==> config.mk <==
export PLATFORM = sky130hd
export DESIGN_NAME = nes_pad_responder
export DESIGN_NICKNAME = d
export VERILOG_FILES = /design/src/rtl/nes_pad_responder_pkg.sv /design/src/rtl/nes_sync_edge.sv /design/src/rtl/nes_pad_responder.sv
export SDC_FILE = /design/constraint.sdc
export NUM_CORES = 1
export LEC_CHECK = 0
export BUFFER_PORTS_ARGS = -buffer_cell sky130_fd_sc_hd__buf_2
export CORE_MARGIN = 3
export CORE_UTILIZATION = 55
export DETAILED_ROUTE_END_ITERATION = 10
export PLACE_DENSITY_LB_ADDON = 0.3
export SLEW_MARGIN = 5
export SYNTH_ARGS = -nofsm -noshare
export SYNTH_HDL_FRONTEND = slang
export SYNTH_SLANG_ARGS = --single-unit
==> constraint.sdc <==
create_clock -name clk -period 2.5 [get_ports clk]
set_input_delay 0 -clock clk [delete_from_list [all_inputs] [get_ports clk]]
set_output_delay 0 -clock clk [all_outputs]
set_load 0.01 [all_outputs]
==> src/rtl/nes_pad_responder_pkg.sv <==
// Shared constants for the NES pad responder: FSM state encoding and button bit order.
// Bit order matches the console-side controller reader (bit0 A ... bit7 Right).
// Optional turbo build (NES_PAD_TURBO_EN) uses the turbo_filter helper below.
package nes_pad_responder_pkg;

  // FSM state encoding
  localparam logic [1:0] ST_IDLE  = 2'd0;
  localparam logic [1:0] ST_LOAD  = 2'd1;
  localparam logic [1:0] ST_SHIFT = 2'd2;
  localparam logic [1:0] ST_DONE  = 2'd3;

  // Button bit positions in the parallel vector and in the shift register
  localparam int BTN_A      = 0;
  localparam int BTN_B      = 1;
  localparam int BTN_SELECT = 2;
  localparam int BTN_START  = 3;
  localparam int BTN_UP     = 4;
  localparam int BTN_DOWN   = 5;
  localparam int BTN_LEFT   = 6;
  localparam int BTN_RIGHT  = 7;

  // Bit counter value reached after the 7th shift; the next pulse ends the read
  localparam logic [2:0] LAST_BIT = 3'd7;

  // Forces masked buttons to "released" while the turbo phase is high
  function automatic logic [7:0] turbo_filter(input logic [7:0] btn,
                                              input logic [7:0] mask,
                                              input logic       phase);
    return phase ? (btn & ~mask) : btn;
  endfunction

endpackage

==> src/rtl/nes_sync_edge.sv <==
// Synchronizes one asynchronous strobe into clk and flags its rising/falling edges.
// Latency: SYNC_STAGES clk to lvl; rise/fall are combinational off the last stage.
// No backpressure: free-running, edges are single-cycle.
module nes_sync_edge #(
  parameter int SYNC_STAGES = 2
) (
  input  logic clk,
  input  logic rst,
  input  logic din,
  output logic lvl,
  output logic rise,
  output logic fall
);

  logic [SYNC_STAGES-1:0] sync_q, sync_d;
  logic                   prev_q, prev_d;

  // Next values: shift the raw input through the chain, keep one older copy for edge detect
  always_comb begin
    sync_d = {sync_q[SYNC_STAGES-2:0], din};
    prev_d = sync_q[SYNC_STAGES-1];
  end

  // Synchronizer chain and edge-reference flop
  always_ff @(posedge clk or posedge rst) begin
    if (rst) begin
      sync_q <= '0;
      prev_q <= 1'b0;
    end else begin
      sync_q <= sync_d;
      prev_q <= prev_d;
    end
  end

  assign lvl  = sync_q[SYNC_STAGES-1];
  assign rise = lvl & ~prev_q;
  assign fall = ~lvl & prev_q;

endmodule

==> src/rtl/nes_pad_responder.sv <==
// Device-side NES pad: answers console latch/pulse strobes with the active-low 4021-style bit stream.
// Latency: SYNC_STAGES+1 clk from a latch/pulse edge to its effect on data/polled.
// No backpressure; optional turbo toggling of TURBO_MASK buttons under macro NES_PAD_TURBO_EN.
module nes_pad_responder #(
  parameter int         SYNC_STAGES  = 2,
  parameter logic [7:0] TURBO_MASK   = 8'h03,
  parameter int         TURBO_PERIOD = 4
) (
  input  logic       clk,
  input  logic       reset,
  input  logic       latch,
  input  logic       pulse,
  input  logic [7:0] buttons,
  output logic       data,
  output logic       polled,
  output logic       busy
);

  import nes_pad_responder_pkg::*;

  logic       latch_lvl, latch_rise, latch_fall;
  logic       pulse_lvl, pulse_rise, pulse_fall;
  logic [1:0] state_q, state_d;
  logic [7:0] sr_q, sr_d;
  logic [2:0] cnt_q, cnt_d;
  logic [7:0] cap_btn;

  nes_sync_edge #(.SYNC_STAGES(SYNC_STAGES)) u_latch_sync (
    .clk  (clk),
    .rst  (reset),
    .din  (latch),
    .lvl  (latch_lvl),
    .rise (latch_rise),
    .fall (latch_fall)
  );

  nes_sync_edge #(.SYNC_STAGES(SYNC_STAGES)) u_pulse_sync (
    .clk  (clk),
    .rst  (reset),
    .din  (pulse),
    .lvl  (pulse_lvl),
    .rise (pulse_rise),
    .fall (pulse_fall)
  );

`ifdef NES_PAD_TURBO_EN
  localparam int PW = (TURBO_PERIOD > 1) ? $clog2(TURBO_PERIOD) : 1;

  logic [PW-1:0] poll_cnt_q, poll_cnt_d;
  logic          phase_q, phase_d;

  // Turbo phase flips after every TURBO_PERIOD completed polls
  always_comb begin
    poll_cnt_d = poll_cnt_q;
    phase_d    = phase_q;
    if (polled) begin
      if (poll_cnt_q == PW'(TURBO_PERIOD - 1)) begin
        poll_cnt_d = '0;
        phase_d    = ~phase_q;
      end else begin
        poll_cnt_d = poll_cnt_q + PW'(1);
      end
    end
  end

  // Turbo poll counter and phase
  always_ff @(posedge clk or posedge reset) begin
    if (reset) begin
      poll_cnt_q <= '0;
      phase_q    <= 1'b0;
    end else begin
      poll_cnt_q <= poll_cnt_d;
      phase_q    <= phase_d;
    end
  end

  assign cap_btn = turbo_filter(buttons, TURBO_MASK, phase_q);
`else
  logic unused_turbo_cfg;
  assign unused_turbo_cfg = ^{TURBO_MASK, TURBO_PERIOD[7:0]};
  assign cap_btn          = buttons;
`endif

  // Edge levels not needed beyond the detectors above
  logic unused_edges;
  assign unused_edges = latch_rise ^ pulse_lvl ^ pulse_fall;

  // Next-state logic: latch level wins over everything, including a same-cycle pulse edge
  always_comb begin
    state_d = state_q;
    sr_d    = sr_q;
    cnt_d   = cnt_q;
    polled  = 1'b0;
    if (latch_lvl) begin
      state_d = ST_LOAD;
      sr_d    = cap_btn;
      cnt_d   = 3'd0;
    end else begin
      case (state_q)
        ST_LOAD: begin
          // Final transparent capture happens in the same cycle the fall is seen
          sr_d    = cap_btn;
          cnt_d   = 3'd0;
          state_d = ST_SHIFT;
          polled  = latch_fall;
        end
        ST_SHIFT: begin
          if (pulse_rise) begin
            sr_d = {1'b0, sr_q[7:1]};
            if (cnt_q == LAST_BIT) begin
              state_d = ST_DONE;
            end else begin
              cnt_d = cnt_q + 3'd1;
            end
          end
        end
        default: begin
        end
      endcase
    end
  end

  // FSM, shift register and bit counter
  always_ff @(posedge clk or posedge reset) begin
    if (reset) begin
      state_q <= ST_IDLE;
      sr_q    <= 8'h00;
      cnt_q   <= 3'd0;
    end else begin
      state_q <= state_d;
      sr_q    <= sr_d;
      cnt_q   <= cnt_d;
    end
  end

  // Serial output: idle high, pressed reads low, and a finished read reads "pressed"
  always_comb begin
    data = 1'b1;
    case (state_q)
      ST_LOAD, ST_SHIFT: data = ~sr_q[BTN_A];
      ST_DONE:           data = 1'b0;
      default:           data = 1'b1;
    endcase
  end

  assign busy = (state_q == ST_LOAD) || (state_q == ST_SHIFT);

endmodule

==> results by group <==
Timing
  • Max-slew violation count: 0
  • Max Clock Freq: 515 MHz
  • Endpoints failing hold: 0
  • Period utilization: 77.7%
  • Final hold slack: 0.0496 ns
  • Pin slew with the least headroom to its limit: 0.707 ns
  • Time the worst path needs with I/O delays and setup: 1.94 ns
  • Final clock skew: 0.00737 ns
  • # setup viols final: 0
  • Slew margin rel.: 52.8%
  • RSZ-0062 raised after global routing: no
  • TNS Setup: 0 ns

GRT
  • Grt ovf: 0
  • Total GRT Usage: 16.8%
  • Initial antenna violation count: 0
  • First-pass GRT wire length: 3040 um
  • Vias in the first global route: 652
  • Largest net degree at the start of global routing: 20

Clock network
  • H-tree levels: 1
  • Clock transition at path regs: 0.11 ns
  • Setup Buffers After CTS: 0
  • CTS Buffer Depth: 2
  • Clk_lat worst skew: 0.30 ns
  • Root buffer cell: clkbuf_4
  • TritonCTS clock tree: built
  • Cts bufs inserted: 3
  • Clock sinks: 19
  • Hold Buf Count CTS: 4
  • Post_cts resized: 0

Floorplan
  • # rows: 14
  • DIE WIDTH: 49.2 um
  • Core area: 0.00163 mm^2
  • I/O pin cnt: 15
  • Chip height: 49.2 um
  • Total die area: 0.00242 mm^2
  • Initial cell density of the core: 62.9%

Synthesis
  • Yosys warns: 0
  • Synth Register Bits: 19
  • Sequential-to-total area share from yosys stat: 46.4%
  • Syn_nets: 99
  • Synthesized cell area: 0.00102 mm^2
  • Distinct cells, synth: 25
  • Avg Cell Area, Syn: 12.7 um^2
  • Cells after Synth: 81

Routing
  • Routed wire per std cell: 13.9 um
  • DRT iter0 DRCs: 11
  • Post-DRT Antenna Nets: 0
  • DR pass1 iterations: 3
  • DRC violations left: 0
  • Routed vias/inst: 5.28
  • Routed wire length: 1710 um
  • Routed vias: 650

Pwr
  • Seq pwr share: 42.0%
  • Clk network pwr share: 14.6%
  • LEAKAGE: 0.561 nW
  • Combinational share of power: 43.4%
  • IR drop worst, VDD: 0.580 mV
  • NetSw: 0.386 mW
  • Pint: 0.693 mW
  • Pwr dens: 938 mW/mm^2
  • Switching share of power: 35.8%
  • Design Power: 1.08 mW

Placed design
  • I/O Buffers: 14
  • Global placement routability congestion: 0.714
  • DP Wirelength: 1230 um

Critical path
  • CP Launch Type: register
  • Slowest cell on crit path: nor4b_1
  • Worst-path cell chain: inv_1, ha_1, nor4b_1, nand3_1, a31oi_1
  • Critical Path AT: 2.16 ns
  • CP max FO: 10
  • Max stage delay on crit path: 0.58 ns
  • Crit path kind: reg -> reg
  • Crit path buf inv count: 1
  • Crit end category: register
  • Worst Path Required: 2.72 ns
  • Largest delay share family, worst path: simple AND/OR/NAND/NOR gates

Final layout
  • Antenna diodes: 0
  • Final Net Count: 118
  • Share of cells above drive strength 1: 35.4%
  • Layout area overhead: 12.2%
  • FILL cells: 120

Worst hold path
  • HP Class: in -> reg

Run status
  • Status: complete, no violations

Job
  • Max_cap viols: 0
cells in the final DEF, fill, tap and decap left out, types with 3 or more instances in the layout:
cell type / count
a31oi_1: 3
buf_2: 14
clkbuf_4: 3
dfrtp_1: 19
dlygate4sd3_1: 4
ha_1: 6
inv_1: 8
mux2_2: 6
mux2_4: 8
nand2_1: 4
nand3_1: 5
o211ai_1: 3
synth_stat cells:
cell type | count | area, um^2
dfrtp_1 | 19 | 475
inv_1 | 8 | 30.0
mux2_4 | 8 | 120
ha_1 | 6 | 75.1
mux2_2 | 6 | 67.6
nand3_1 | 5 | 25.0
nand2_1 | 4 | 15.0
a31oi_1 | 3 | 18.8
buf_6 | 3 | 33.8
o211ai_1 | 3 | 22.5
nor2_1 | 2 | 7.51
a211oi_1 | 1 | 7.51
a21oi_1 | 1 | 5.00
a221o_1 | 1 | 10.0
a2bb2oi_4 | 1 | 26.3
and3_1 | 1 | 6.26
buf_4 | 1 | 7.51
mux2i_1 | 1 | 10.0
nand2b_1 | 1 | 6.26
nand2b_4 | 1 | 13.8
nand3b_1 | 1 | 7.51
nor2b_1 | 1 | 6.26
nor4b_1 | 1 | 8.76
o31a_2 | 1 | 10.0
or3b_2 | 1 | 8.76
power by group through the flow:
stage	Clock (mW)	Sequential (mW)	Combinational (mW)
floorplan	0	0.439	0.401
global placement	0	0.454	0.449
detailed placement	0	0.461	0.460
CTS	0.157	0.455	0.468
global route	0.177	0.467	0.524
finish	0.157	0.453	0.468
stage by stage:
step           area [um^2]  instances  worst slack, ns  util (%)
2_1_floorplan         1020         81            0.812         -
3_3_place_gp          1080        115            0.685      66.5
3_5_place_dp          1080        115            0.640      66.5
4_1_cts               1150        123            0.572      70.6
5_1_grt               1150        123            0.341      70.6
6_report              1150        123            0.559      70.6
path summary, 6_finish.rpt:
check,endpoint,depth (start not counted),from,slack [ns]
min in group asynchronous,sr_q[4]$_DFFE_PP0P_,3,reset,0.34
worst min-delay path,sr_q[3]$_DFFE_PP0P_,3,buttons[3],0.05
worst max register to register,cnt_q[2]$_DFFE_PP0P_,5,state_q[0]$_DFFE_PP0P_,0.56
worst max-delay path,cnt_q[2]$_DFFE_PP0P_,5,state_q[0]$_DFFE_PP0P_,0.56
max in group asynchronous,cnt_q[1]$_DFFE_PP0P_,3,reset,1.71
worst min register to register,u_pulse_sync.sync_q[1]$_DFF_PP0_,0,u_pulse_sync.sync_q[0]$_DFF_PP0_,0.36
routing by layer:
metal / up-vias / part of all wire (%) / GRT usage (%)
met5: - / 0 / 0
li1: 319 / - / -
met3: 5 / 4.2 / 4.28
met4: 0 / 2.1 / 8.53
met1: 313 / 51 / 23.8
met2: 13 / 43 / 23.4
flip-flops by register name, indices dropped and copies added (netlist names):
name	flops
u_latch_sync.prev_q	1
u_pulse_sync.sync_q	2
u_pulse_sync.prev_q	1
u_latch_sync.sync_q	2
state_q	2
sr_q	8
cnt_q	3
worst reg2reg max path, cell delays in order, from the launching register on:
cell	delay (ns)
dfrtp_1	0.42
inv_1	0.08
ha_1	0.46
nor4b_1	0.58
nand3_1	0.14
a31oi_1	0.18
final cells by class:
cell class	count	area [um^2]	area share, %
clock buffer	4	26.3	2.29
timing repair buffer	18	110	9.58
tap	24	30.0	2.61
sequential	19	475	41.3
multi-input combinational	50	478	41.6
inverter	8	30.0	2.61
cell families (layout without fill, tap and decap cells):
logic type | after synthesis | count (layout) | synth area share (%)
compound gates | 11 | 11 | 9.77
fa+ha+maj | 6 | 6 | 7.33
buf+inv | 12 | 30 | 6.96
flops | 19 | 19 | 46.4
mux | 15 | 15 | 19.3
simple gates | 18 | 18 | 10.3
(Power assumes the default switching activity.)
